$ cat src/rtl/mem_pkg.sv
// Shared encodings for the MEM-stage load/store sequencer: access sizes, FSM states,
// the latched request-control payload and the data width.
package mem_pkg;

    localparam int unsigned DATA_W = 32;
    localparam int unsigned SIZE_W = 2;

    typedef enum logic [SIZE_W-1:0] {
        SZ_BYTE = 2'b00,
        SZ_HALF = 2'b01,
        SZ_WORD = 2'b10,
        SZ_RSVD = 2'b11
    } size_e;

    typedef enum logic [2:0] {
        IDLE,
        ST_WR,
        LD_RD,
        LD_RSP,
        RMW_RD,
        RMW_WR,
        ERR
    } state_e;

    // Access formatting controls captured at the accept edge.
    typedef struct packed {
        size_e size;
        logic  sext;
    } req_ctl_t;

    // Byte and halfword stores need a read-modify-write; word and reserved do not.
    function automatic logic is_subword(input size_e size);
        return (size == SZ_BYTE) || (size == SZ_HALF);
    endfunction

endpackage

$ cat src/rtl/mem_lane_fmt.sv
// Combinational lane formatter: load lane extract + zero/sign extend, and store lane merge
// into the word read back from memory.
module mem_lane_fmt
    import mem_pkg::*;
(
    input  size_e             size,
    input  logic              sext,
    input  logic [1:0]        lane,
    input  logic [DATA_W-1:0] rd,
    input  logic [15:0]       wdata,
    output logic [DATA_W-1:0] ld_data_c,
    output logic [DATA_W-1:0] st_data_c
);

    logic [7:0]  byte_c;
    logic [15:0] half_c;

    // Little-endian lanes: byte k at bits [8k+7:8k], half h at bits [16h+15:16h].
    always_comb begin
        byte_c    = rd[{lane, 3'b000} +: 8];
        half_c    = rd[{lane[1], 4'b0000} +: 16];
        ld_data_c = rd;
        st_data_c = rd;
        case (size)
            SZ_BYTE: begin
                ld_data_c = {{(DATA_W-8){sext & byte_c[7]}}, byte_c};
                st_data_c[{lane, 3'b000} +: 8] = wdata[7:0];
            end
            SZ_HALF: begin
                ld_data_c = {{(DATA_W-16){sext & half_c[15]}}, half_c};
                st_data_c[{lane[1], 4'b0000} +: 16] = wdata;
            end
            default: begin
                ld_data_c = rd;
                st_data_c = rd;
            end
        endcase
    end

endmodule

$ cat src/rtl/mem_access_unit.sv
// MEM-stage load/store sequencer driving a registered-read data memory.
// Optional MISALIGN_TRAP_EN: misaligned half/word requests go to ERR and pulse err.
module mem_access_unit
    import mem_pkg::*;
#(
    parameter int unsigned MEM_WORDS = 64,
    parameter int unsigned TAG_W     = 5
) (
    input  logic              clk,
    input  logic              rst,
    input  logic              req_valid,
    output logic              req_ready,
    input  logic              req_we,
    input  logic [1:0]        req_size,
    input  logic              req_signed,
    input  logic [31:0]       req_addr,
    input  logic [31:0]       req_wdata,
    input  logic [TAG_W-1:0]  req_tag,
    output logic              resp_valid,
    output logic [31:0]       resp_rdata,
    output logic [TAG_W-1:0]  resp_tag,
    output logic              stall,
    output logic              err,
    output logic              dm_we,
    output logic              dm_re,
    output logic [31:0]       dm_addr,
    output logic [31:0]       dm_wd,
    input  logic [31:0]       dm_rd
);

    localparam int unsigned IDX_W = $clog2(MEM_WORDS);
    localparam int unsigned AQ_W  = IDX_W + 2;

    state_e            state;
    state_e            state_nxt;
    req_ctl_t          ctl_q;
    logic [AQ_W-1:0]   addr_q;
    logic [DATA_W-1:0] wdata_q;
    logic [TAG_W-1:0]  tag_q;
    logic              accept_c;
    logic              misalign_c;
    logic              err_c;
    logic [DATA_W-1:0] ld_data_c;
    logic [DATA_W-1:0] st_data_c;
    logic              addr_hi_unused;

    // Address bits above the word index wrap away silently.
    assign addr_hi_unused = ^req_addr[DATA_W-1:AQ_W];

    assign req_ready = (state == IDLE) && !rst;
    assign accept_c  = req_valid && req_ready;
    assign stall     = req_valid && !req_ready;

`ifdef MISALIGN_TRAP_EN
    always_comb begin
        misalign_c = 1'b0;
        case (size_e'(req_size))
            SZ_BYTE:          misalign_c = 1'b0;
            SZ_HALF:          misalign_c = req_addr[0];
            SZ_WORD, SZ_RSVD: misalign_c = |req_addr[1:0];
            default:          misalign_c = 1'b0;
        endcase
    end
    assign err = err_c;
`else
    assign misalign_c = 1'b0;
    assign err        = 1'b0;
`endif

    always_ff @(posedge clk) begin
        if (rst) begin
            state <= IDLE;
        end else begin
            state <= state_nxt;
        end
    end

    // Request fields are captured only at the accept edge.
    always_ff @(posedge clk) begin
        if (rst) begin
            ctl_q   <= '0;
            addr_q  <= '0;
            wdata_q <= '0;
            tag_q   <= '0;
        end else if (accept_c) begin
            ctl_q.size <= size_e'(req_size);
            ctl_q.sext <= req_signed;
            addr_q     <= req_addr[AQ_W-1:0];
            wdata_q    <= req_wdata;
            tag_q      <= req_tag;
        end
    end

    always_comb begin
        state_nxt = state;
        case (state)
            IDLE: begin
                if (accept_c) begin
                    if (misalign_c) begin
                        state_nxt = ERR;
                    end else if (!req_we) begin
                        state_nxt = LD_RD;
                    end else if (is_subword(size_e'(req_size))) begin
                        state_nxt = RMW_RD;
                    end else begin
                        state_nxt = ST_WR;
                    end
                end
            end
            LD_RD:                       state_nxt = LD_RSP;
            RMW_RD:                      state_nxt = RMW_WR;
            ST_WR, LD_RSP, RMW_WR, ERR:  state_nxt = IDLE;
            default:                     state_nxt = IDLE;
        endcase
    end

    // Strobes are gated by rst so nothing is written or returned in a reset cycle.
    always_comb begin
        dm_we      = 1'b0;
        dm_re      = 1'b0;
        resp_valid = 1'b0;
        err_c      = 1'b0;
        dm_wd      = '0;
        resp_rdata = '0;
        case (state)
            ST_WR, RMW_WR: dm_we      = !rst;
            LD_RD, RMW_RD: dm_re      = !rst;
            LD_RSP:        resp_valid = !rst;
            ERR:           err_c      = !rst;
            default:       dm_we      = 1'b0;
        endcase
        if (dm_we) begin
            dm_wd = (state == ST_WR) ? wdata_q : st_data_c;
        end
        if (resp_valid) begin
            resp_rdata = ld_data_c;
        end
    end

    assign dm_addr  = DATA_W'({addr_q[AQ_W-1:2], 2'b00});
    assign resp_tag = tag_q;

    mem_lane_fmt u_lane_fmt (
        .size      (ctl_q.size),
        .sext      (ctl_q.sext),
        .lane      (addr_q[1:0]),
        .rd        (dm_rd),
        .wdata     (wdata_q[15:0]),
        .ld_data_c (ld_data_c),
        .st_data_c (st_data_c)
    );

endmodule
$ cat config.mk
export PLATFORM = sky130hd
export DESIGN_NAME = mem_access_unit
export DESIGN_NICKNAME = d
export VERILOG_FILES = /design/src/rtl/mem_pkg.sv /design/src/rtl/mem_lane_fmt.sv /design/src/rtl/mem_access_unit.sv
export SDC_FILE = /design/constraint.sdc
export NUM_CORES = 1
export LEC_CHECK = 0
export ABC_CLOCK_PERIOD_IN_PS = 3080
export BUFFER_PORTS_ARGS = -buffer_cell sky130_fd_sc_hd__buf_2
export CAP_MARGIN = 20
export CORE_MARGIN = 5
export CORE_UTILIZATION = 43
export CTS_BUF_LIST = sky130_fd_sc_hd__clkbuf_2
export DETAILED_ROUTE_END_ITERATION = 8
export PLACE_DENSITY = 0.8
export SYNTH_ARGS = -nofsm -noshare
export SYNTH_HDL_FRONTEND = slang
export SYNTH_SLANG_ARGS = --single-unit
$ cat constraint.sdc
create_clock -name clk -period 3.08 [get_ports clk]
set_input_delay 0.616 -clock clk [delete_from_list [all_inputs] [get_ports clk]]
set_output_delay 0.616 -clock clk [all_outputs]
set_load 0.005 [all_outputs]
* Word level (Yosys, flattened, before mapping)
Cells that the tools add are included.
** Cells by class
- $add $sub $neg :: 2
- Equal/unequal tests :: 8
- Reductions and logical operators :: 11
- Multiplexer cells :: 14
- Shifts and indexed selects :: 6
- Bitwise gates (word level) :: 2
** Operators with widths (number)
- case mux 32 bit (2 select lines) :: 2
- two-way mux 32 bit :: 3
- bitwise mux 32 bit :: 2
- variable shift 16 x 7 -> 32 bit, first input constant :: 1
- variable shift 8 x 7 -> 32 bit, first input constant :: 1
- variable part select 16 x 7 -> 32 bit :: 1
- variable part select 32 x 6 -> 16 bit :: 1
- variable part select 32 x 6 -> 8 bit :: 1
- variable part select 8 x 7 -> 32 bit :: 1
- negator 5 -> 7 bit :: 2
- two-way mux 3 bit :: 3
- case mux 3 bit (3 select lines) :: 1
- == test 3 x 2 -> 1 bit, second input constant :: 2
- == test 3 bit, second input constant :: 2
- == test 2 x 1 -> 1 bit, second input constant :: 2
- logical NOT 2 bit :: 2
- OR reduction 2 bit :: 2
- == test 3 x 1 -> 1 bit, second input constant :: 1
- logical AND 1 bit :: 3
- logical NOT 3 bit :: 1
- two-way mux 1 bit :: 3
- bitwise AND 1 bit :: 2
- logical NOT 1 bit :: 2
- != test 2 bit, second input constant :: 1
- logical OR 1 bit :: 1
** Word-level totals
- Input port bits :: 108
- Register bits :: 51
- Word-level logic and storage cells :: 49
- Output and inout port bits :: 107

* Depth between registers and ports, before layout
Gate-level depths: netlist (run 1).
- Depth in word-level cells :: 6
- Gate-level depth with buffers :: 8
- Mapped depth without buffers :: 6

* Hierarchy
From an unflattened synthesis (run 1), not the netlist that was laid out.
** Unflattened totals
- Cells, all modules :: 646
- Area total of the unflattened synthesis :: 5018.6 µm²
** By module, submodules not included
- mem_access_unit :: instances 1, cells each 349, area an instance 2965.3 µm², sequential area each 1021.0 µm²
- mem_lane_fmt :: instances 1, cells each 297, area an instance 2053.2 µm², sequential area each 0.0 µm²

* Least setup slack after synthesis (run 1)
OpenSTA, ideal clock, no wires.
- Kind :: reg2out
- From :: register addr_q[0]
- To :: output port dm_wd[16]
- Cell stages (with the launch flop) :: 9
- Arrival time :: 2.417 ns
- Path buffers :: 2
- Setup slack :: 0.047 ns
- Data required time :: 2.464 ns
- Cell sequence :: dfxtp_1 buf_2 buf_2 inv_1 ha_1 or4b_2 o21ai_2 a221oi_1 nor2_1
** Between the ends
- Longest elaborated chain between the ends :: 6
- Elaborated cells between the ends (all ways) :: 7
- Classes of those cells :: 1 x add/sub; 2 x shift; 4 x mux
** RTL lines
- start, declared :: RTL line mem_access_unit.sv:37 : logic [AQ_W-1:0] addr_q;
- start signal, assigned :: RTL line mem_access_unit.sv:88 : addr_q <= req_addr[AQ_W-1:0];
- negator 5 -> 7 bit (*) :: RTL line mem_lane_fmt.sv:27 : st_data_c[{lane, 3'b000} +: 8] = wdata[7:0];
- variable part select 8 x 7 -> 32 bit or variable shift 8 x 7 -> 32 bit (tied branches) :: RTL line mem_lane_fmt.sv:27
- bitwise mux 32 bit (*) :: RTL line mem_lane_fmt.sv:27
- case mux 32 bit (2 select lines) (*) :: RTL line mem_lane_fmt.sv:24 : case (size)
- two-way mux 32 bit (*) :: RTL line mem_access_unit.sv:133 : dm_wd = (state == ST_WR) ? wdata_q : st_data_c;
- two-way mux 32 bit (*) :: RTL line mem_access_unit.sv:132 : if (dm_we) begin
- end, declared :: RTL line mem_access_unit.sv:27 : output logic [31:0] dm_wd,
Mark *: on every way between the ends. The rest lies on a longest branch, timed or not.

* Worst setup path in the final report (run 1)
- From :: register addr_q[1]
- To :: output port dm_wd[22]
** Between the ends
- Longest elaborated chain between the ends :: 6
- Elaborated cells between the ends (all ways) :: 11
- Classes of those cells :: 2 x add/sub; 4 x shift; 5 x mux
** RTL lines
- negator 5 -> 7 bit, on equally long branches :: RTL line mem_lane_fmt.sv:31, mem_lane_fmt.sv:27
- variable part select 16 x 7 -> 32 bit, or another cell as far along :: RTL line mem_lane_fmt.sv:31 : st_data_c[{lane[1], 4'b0000} +: 16] = wdata;
- bitwise mux 32 bit, on equally long branches :: RTL line mem_lane_fmt.sv:31, mem_lane_fmt.sv:27
- case mux 32 bit (2 select lines) (*) :: RTL line mem_lane_fmt.sv:24
- two-way mux 32 bit (*) :: RTL line mem_access_unit.sv:133
- two-way mux 32 bit (*) :: RTL line mem_access_unit.sv:132
Marked as above.

==> flow_summary_export.csv, run 1 <==
group,metric,value,unit
min_path,holdCritPathClass,"in -> reg",
cells_and_area,area_growth,26.2,%
yosys,yosys.area.top_type_share,0.249,
setup_path,crit_type,"reg -> out",
die,die-area,0.0116,mm²
yosys,synthMostInstantiatedCell,"nand2_1",
placement,gp_congestion,0.912,
min_path,min_path_cells,3,
die,die_h,108,µm
pwr,p_switching,650,µW
yosys,syn_area,0.00410,mm²
drt,drt-vias-per-instance,5.58,
drt,vias,4583,
cells_and_area,design_area,0.00517,mm²
yosys,ys_ff_latch,51,
cts,cts.sinks,51,
cts,htree_levels,2,
pwr,seqPwrFrac,0.439,
yosys,synthCells,547,
global_route,grt_max_degree,97,
timing,finClkSkew,19.9,ps
global_route,grt_pass1_wl,22400,µm
drt,drc,0,
yosys,synth_common_cells,"76 x nand2_1, 73 x o21ai_0, 58 x nand2b_1",
pwr,power_frac_clock,0.207,
cells_and_area,register_area,0.00103,mm²
cts,clk_latency,460,ps
timing,fin_crit_sh,0.989,
pwr,leakage,2.47,nW
cells_and_area,nets,805,
timing,max_freq,0.328,GHz
cells_and_area,post-route-util,0.557,
yosys,synth_edf_count,0,
die,initial_core_util,0.442,
timing,post-route-min-period,3050,ps
setup_path,worstPathRequired,2460,ps
yosys,synth_flop_cell,"dfxtp_1",
setup_path,start_kind,"flop",
timing,whs,317,ps
setup_path,rr_worst_depth,6,
timing,rsz0062_at_grt,"yes",
cts,clk_pin_slew_worst_paths,290,ps
cts,cts_tree,"done",
die,dieWidth,108,µm
cts,cts_buffers,5,
cells_and_area,multi_input_area,0.00279,mm²
die,row_count,35,
pwr,combinationalPowerShare,0.354,
setup_path,end_kind,"output port",
yosys,netlist_top_cells_area,"dfxtp_1 25%, o21ai_0 8.9%, nand2b_1 8.9%, buf_4 7.0%, nand2_1 7.0%",
global_route,grt_pass1_vias,4262,
global_route,antenna_found_initial,0,
yosys,ys_warn_count,0,
timing,hold_viol,0,
placement,hpwl,11100,µm
pwr,powerDensity,347,mW/mm²
pwr,switching_share,0.362,
cells_and_area,fillers,930,
timing,setup_violations,0,
cts,cts_root_buf,"clkbuf_2",
drt,antenna_left,0,
setup_path,crit_arrival,2430,ps
timing,fin_tns_setup,0,ps
placement,placed_area,0.00486,mm²
global_route,track_usage,0.240,
placement,portBuffers,163,
yosys,synth_cell_types,49,
setup_path,crit_fanout,8,
job,maxCapViolCount,0,
cells_and_area,antenna_cells,0,
global_route,overflow,0,
drt,drt_wl_total,14800,µm
pwr,ir_worst_vdd,0.000253,V
cts,clockBufferDepth,2,
yosys,synth.yosys.seq_area_share,0.249,
die,core,0.00928,mm²
setup_path,regToRegSetupSlack,1270,ps
drt,dr.pass1.iters,5,
yosys,yosys.area.top_type,"dfxtp_1",
yosys,synth.avg_cell_area,7.49,µm²
pwr,p_int,1.15,mW
cts,postCtsHoldBufs,0,
drt,routedWlPerCell,18.0,µm
drt,drtIter0Drc,395,
outcome,status,"finished, final reports clean",
die,io_pins,215,
cells_and_area,drive_gt1_frac,0.356,
timing,slew_violations,0,
yosys,ys_async_sr_fraction,0,
==> power by group through the flow <==
| stage | Combinational, mW | Sequential [mW] | Clock [mW] |
|---|---|---|---|
| after floorplan | 0.410 | 0.770 | 0 |
| after global placement | 0.546 | 0.790 | 0 |
| after detailed placement | 0.563 | 0.792 | 0 |
| after CTS | 0.573 | 0.781 | 0.376 |
| after global routing | 0.700 | 0.794 | 0.408 |
| final | 0.637 | 0.788 | 0.372 |
==> critical path: stages, from the launching register on <==
cell	delay [ps]
dfxtp_2	430
inv_4	50
ha_4	280
or4b_4	520
o21ai_4	190
buf_12	160
a221oi_4	70
nor2_1	140
buf_2	130
==> final timing paths <==
kind / start / endpoint
max reg2reg: state[2] / ctl_q[2]
min reg2reg: wdata_q[29] / wdata_q[29]
min: req_wdata[0] / wdata_q[0]
max: addr_q[1] / dm_wd[22]
==> final cells by class <==
class | instances | area share
Sequential cell | 51 | 0.198
Inverter | 15 | 0.0114
Clock inverter | 3 | 0.00895
Clock buffer | 5 | 0.00484
Multi-Input combinational cell | 427 | 0.540
Timing Repair Buffer | 192 | 0.205
Tap cell | 129 | 0.0312
==> routing by layer <==
layer	GRT usage	part of all wire	vias up
li1	-	-	2203
met3	0.0396	0.094	22
met5	0	0	-
met2	0.387	0.46	231
met1	0.327	0.42	2127
met4	0.0739	0.021	0
==> through the flow <==
step / cells / total power, mW / worst slack (ps)
6_report: 822 / 1.80 / 35.0
2_1_floorplan: 573 / 1.18 / 46.7
5_1_grt: 822 / 1.90 / -86.0
3_5_place_dp: 804 / 1.36 / 206
3_3_place_gp: 804 / 1.34 / 272
4_1_cts: 812 / 1.73 / -22.6
==> registers in the layout (all words and copies together), names as in the netlist <==
signal and flops:
wdata_q 32, addr_q 8, state 3, ctl_q 3, resp_tag 5
==> kinds of logic (layout without fill, tap and decap cells) <==
family                   count (synthesis)  in the layout  synth area share
AO/OA/AOI/OAI                          183            183             0.303
XOR/XNOR                                 1              1           0.00214
adder cells (fa/ha/maj)                  5              5            0.0153
buffers and inverters                   95            215             0.130
flip-flops                              51             51             0.249
multiplexers                            12             12            0.0513
other                                    1             27          0.000915
AND/OR/NAND/NOR                        199            199             0.249
==> what timing repair did <==
item                       CTS  global route
resized for setup            7            23
pin swaps                    2            18
setup endpoints to repair   28            57
setup buffers                0            10
==> cell usage in the layout (no fill, tap or decap), drive strengths merged, types with 4 or more instances in the layout <==
master / count
a21o: 17
a21oi: 11
a221oi: 31
a22oi: 7
a31oi: 9
a32oi: 5
buf: 192
clkbuf: 5
conb: 27
dfxtp: 51
ha: 5
inv: 16
mux4: 7
nand2: 76
nand2b: 58
nor2: 27
nor2b: 4
nor3: 10
nor3b: 5
nor4: 4
o21ai: 77
o221a: 7
o22ai: 7
or3: 7
No activity file was read; power rests on OpenSTA's default activity.
==> run 2, diff against run 1 <==
- CELL_PAD_IN_SITES_DETAIL_PLACEMENT: unset -> 0
- CELL_PAD_IN_SITES_GLOBAL_PLACEMENT: unset -> 1
- CORE_UTILIZATION: 43 -> 29
- PLACE_DENSITY: 0.8 -> unset
- PLACE_DENSITY_LB_ADDON: unset -> 0.1
==> flow_summary_export.csv, run 2 (same netlist as run 1, synthesis figures left out) <==
group,metric,value,unit
pwr,combinationalPowerShare,0.365,
timing,setup_violations,0,
timing,rsz0062_at_grt,"yes",
drt,vias,4569,
timing,finClkSkew,5.40,ps
setup_path,start_kind,"flop",
drt,antenna_left,0,
die,die-area,0.0166,mm²
timing,fin_ws,45.6,ps
cts,clk_pin_slew_worst_paths,250,ps
timing,fin_tns_setup,0,ps
cts,clk_latency,440,ps
drt,dr.pass1.iters,7,
pwr,leakage,2.48,nW
pwr,power,1.81,mW
setup_path,crit_type,"reg -> out",
global_route,antenna_found_initial,1,
pwr,switching_share,0.363,
placement,hpwl,12400,µm
cts,cts_root_buf,"clkbuf_2",
setup_path,path_buf_inv,3,
placement,dp_slack,207,ps
timing,worst_pin_slew,565,ps
drt,drt_wl_total,16400,µm
global_route,overflow,0,
die,initial_core_util,0.295,
setup_path,worst_path_max_delay_cell,"or4b_4",
drt,drt-vias-per-instance,5.23,
cts,cts_buffers,5,
timing,hold_viol,0,
pwr,p_int,1.15,mW
outcome,status,"finished, final reports clean",
setup_path,cp_cell_sequence,"inv_4 > ha_4 > or4b_4 > o21ai_4 > buf_12 > a221oi_4 > nor2_1 > buf_2",
cts,cts_tree,"done",
cells_and_area,drive_gt1_frac,0.367,
drt,drtIter0Drc,459,
die,io_pins,215,
setup_path,end_kind,"output port",
job,maxCapViolCount,0,
cts,htree_levels,2,
timing,post-route-min-period,3030,ps
die,row_count,43,
die,die_h,129,µm
drt,drc,0,
timing,slew_headroom,0.623,
setup_path,crit_fanout,8,
cts,cts.sinks,51,
pwr,ir_worst_vdd,0.000165,V
pwr,powerDensity,339,mW/mm²
die,dieWidth,129,µm
die,core,0.0139,mm²
timing,slew_violations,0,
cells_and_area,regMostFlops,"wdata_q",
drt,routedWlPerCell,18.8,µm
pwr,seqPwrFrac,0.439,
timing,max_freq,0.330,GHz
global_route,grt_pass1_wl,23900,µm
setup_path,cp_top_family,"simple AND/OR/NAND/NOR gates",
timing,fin_crit_sh,0.985,
cells_and_area,final_common_cell,"buf_2",
pwr,p_switching,656,µW
cells_and_area,area_growth,29.9,%
placement,portBuffers,163,
cells_and_area,largest_register_ffs,32,
setup_path,critPathMaxStageDelay,520,ps
setup_path,worstPathRequired,2460,ps
cts,clockBufferDepth,2,
timing,whs,340,ps
global_route,grt_max_degree,52,
cells_and_area,nets,806,
global_route,grt_pass1_vias,4127,
cells_and_area,layout_common_cells,"163 x buf_2, 75 x nand2_1, 73 x o21ai_0",
pwr,power_frac_clock,0.195,
setup_path,crit_arrival,2420,ps
placement,gp_congestion,0.864,
global_route,track_usage,0.184,
min_path,holdCritPathClass,"in -> reg",
cts,postCtsHoldBufs,0,
-- run 2: tightest hold or removal path, cell delays in order --
cell     delay, ps
buf_2           70
nand2_1         30
o21ai_0         50
-- run 2: power groups by stage --
stage	clock network [mW]	registers [mW]	logic (mW)
after floorplan	0	0.770	0.410
after global placement	0	0.796	0.565
after detailed placement	0	0.798	0.572
after CTS	0.369	0.785	0.584
after global routing	0.389	0.803	0.723
final	0.353	0.793	0.660
-- run 2: worst paths after layout --
path / from / endpoint / slack, ps / cells after the start
worst min-delay path: req_wdata[18] / wdata_q[18] / 340 / 3
worst min register to register: wdata_q[24] / wdata_q[24] / 490 / 2
worst max register to register: state[2] / addr_q[0] / 1120 / 6
worst max-delay path: addr_q[0] / dm_wd[20] / 50 / 8
-- run 2: stage by stage --
| stage | area (µm²) | cells | util |
|---|---|---|---|
| final | 5330 | 874 | 0.384 |
| after global routing | 5330 | 874 | 0.384 |
| after CTS | 5030 | 864 | 0.363 |
| after detailed placement | 4940 | 857 | 0.356 |
| after global placement | 4940 | 857 | 0.356 |
| after floorplan | 4200 | 573 | - |
-- run 2: cell type report --
| class | count | area [µm²] |
|---|---|---|
| clock buffer | 6 | 30.0 |
| sequential | 51 | 1030 |
| antenna | 1 | 2.50 |
| tap | 180 | 225 |
| clock inverter | 1 | 30.0 |
| fill | 1519 | 8560 |
| timing repair buffer | 193 | 1080 |
| inverter | 15 | 61.3 |
| multi-input combinational | 427 | 2870 |
-- run 2: layer usage --
metal  routed length, µm  vias to the layer above  global-route usage
met3                1320                       19              0.0365
met2                7300                      222               0.273
met1                7600                     2129               0.271
met5                   0                        -                   0
li1                    -                     2199                   -
met4                 229                        0              0.0457
-- run 2: timing repair --
item	4_1_cts	5_1_grt
setup buffers	0	9
resized for setup	6	39
setup endpoints to repair	28	51
pin swaps	4	24
==> run 3, diff against run 2 <==
- CORE_ASPECT_RATIO: unset -> 0.6
==> flow_summary_export.csv, run 3 (same netlist as run 1, synthesis figures left out) <==
group,metric,value,unit
outcome,status,"finished, final reports clean",
cells_and_area,drive_gt1_frac,0.362,
cells_and_area,layout_common_cells,"163 x buf_2, 75 x nand2_1, 73 x o21ai_0",
setup_path,cp_cell_sequence,"inv_4 > ha_4 > or4b_4 > o21ai_4 > buf_12 > a221oi_2 > nor2_1 > buf_2",
drt,vias,4536,
timing,setup_violations,0,
placement,portBuffers,163,
drt,antenna_left,0,
drt,drt_wl_total,17600,µm
cells_and_area,largest_register_ffs,32,
pwr,power,1.72,mW
setup_path,rr_worst_depth,6,
cells_and_area,final_common_cell,"buf_2",
setup_path,crit_fanout,8,
pwr,leakage,2.43,nW
timing,rsz0062_at_grt,"yes",
timing,whs,318,ps
timing,hold_viol,0,
setup_path,end_kind,"output port",
drt,dr.pass1.iters,6,
cts,cts_root_buf,"clkbuf_2",
timing,slew_headroom,0.617,
placement,gp_congestion,0.885,
cts,clk_pin_slew_worst_paths,260,ps
setup_path,worst_path_max_delay_cell,"or4b_4",
cells_and_area,regMostFlops,"wdata_q",
cts,cts_tree,"done",
die,io_pins,215,
global_route,overflow,0,
drt,drc,0,
timing,worst_pin_slew,575,ps
cells_and_area,nets,805,
global_route,grt_max_degree,61,
setup_path,worstPathRequired,2460,ps
cts,cts.sinks,51,
cells_and_area,fillers,1508,
die,die_h,102,µm
die,row_count,33,
global_route,antenna_found_initial,1,
drt,drtIter0Drc,467,
cts,cts_buffers,5,
timing,post-route-min-period,3040,ps
min_path,worstHoldStart,"req_addr[5]",
drt,routedWlPerCell,19.9,µm
setup_path,crit_arrival,2430,ps
timing,fin_tns_setup,0,ps
timing,slew_violations,0,
setup_path,critPathMaxStageDelay,520,ps
pwr,ir_worst_vdd,0.000169,V
pwr,powerDensity,329,mW/mm²
cts,clk_latency,460,ps
placement,hpwl,13000,µm
die,die-area,0.0167,mm²
setup_path,crit_start,"addr_q[1]",
timing,finClkSkew,12.3,ps
min_path,holdCritPathClass,"in -> reg",
cts,clockBufferDepth,2,
die,core,0.0137,mm²
cts,htree_levels,2,
job,maxCapViolCount,0,
global_route,grt_pass1_vias,4276,
cells_and_area,area_growth,27.6,%
setup_path,crit_type,"reg -> out",
setup_path,start_kind,"flop",
global_route,grt_pass1_wl,25900,µm
timing,max_freq,0.328,GHz
min_path,min_path_cells,3,
global_route,track_usage,0.202,
drt,drt-vias-per-instance,5.13,
die,initial_core_util,0.298,
die,dieWidth,163,µm
timing,fin_crit_sh,0.988,
setup_path,r2r_start,"state[2]",
[run 3: changes by cell type in the layout (fill, tap and decap cells not counted), moves of 2 or more]
cell and delta:
a21oi_1 +3, a21oi_2 -3, a221oi_2 +7, dfxtp_2 -2, a221oi_4 -6
[run 3: where the power goes]
part / total, mW / leakage, nW / switching [mW] / internal (mW)
registers: 0.794 / 0.422 / 0.0717 / 0.722
logic: 0.653 / 1.99 / 0.369 / 0.284
clock network: 0.275 / 0.0209 / 0.228 / 0.0468
[run 3: path summary, 6_finish.rpt]
kind | slack (ps) | end
worst min-delay path | 320 | addr_q[5]
worst max-delay path | 40 | dm_wd[20]
worst min register to register | 490 | wdata_q[30]
worst max register to register | 1380 | ctl_q[0]
[run 3: metal layers]
layer | share of wire | GRT usage
met5 | 0.00063 | 0
met4 | 0.010 | 0.0316
met3 | 0.067 | 0.0516
met2 | 0.42 | 0.289
met1 | 0.50 | 0.308
[run 3: area by class of cell]
| class | count | area (µm²) | area share |
|---|---|---|---|
| timing repair buffer | 192 | 1080 | 0.206 |
| sequential | 51 | 1030 | 0.197 |
| inverter | 15 | 61.3 | 0.0117 |
| tap | 192 | 240 | 0.0459 |
| multi-input combinational | 427 | 2790 | 0.533 |
| clock inverter | 1 | 7.51 | 0.00144 |
| clock buffer | 5 | 25.0 | 0.00478 |
| antenna | 1 | 2.50 | 0.000478 |
[run 3: worst max-delay path: cells and delay by family (launching register included)]
kind                     cells  cell delay (ps)
buffers and inverters        3              340
adder cells (fa/ha/maj)      1              280
flip-flops                   1              420
AND/OR/NAND/NOR              2              670
AO/OA/AOI/OAI                2              250
[run 3: repair_timing]
action / in CTS / in global routing
gates cloned: 0 / 0
hold buffers: 0 / 0
setup buffers: 0 / 10
setup endpoints to repair: 30 / 58
resized for setup: 10 / 28
pin swaps: 8 / 13
[run 3: metrics by stage]
stage	area [µm²]	instances	setup WS (ps)	utilization
detailed placement	4940	867	109	0.359
global placement	4940	867	166	0.359
CTS	5010	873	-26.4	0.364
floorplan	4200	573	46.7	-
global route	5230	883	-81.4	0.380
finish	5230	884	35.5	0.380
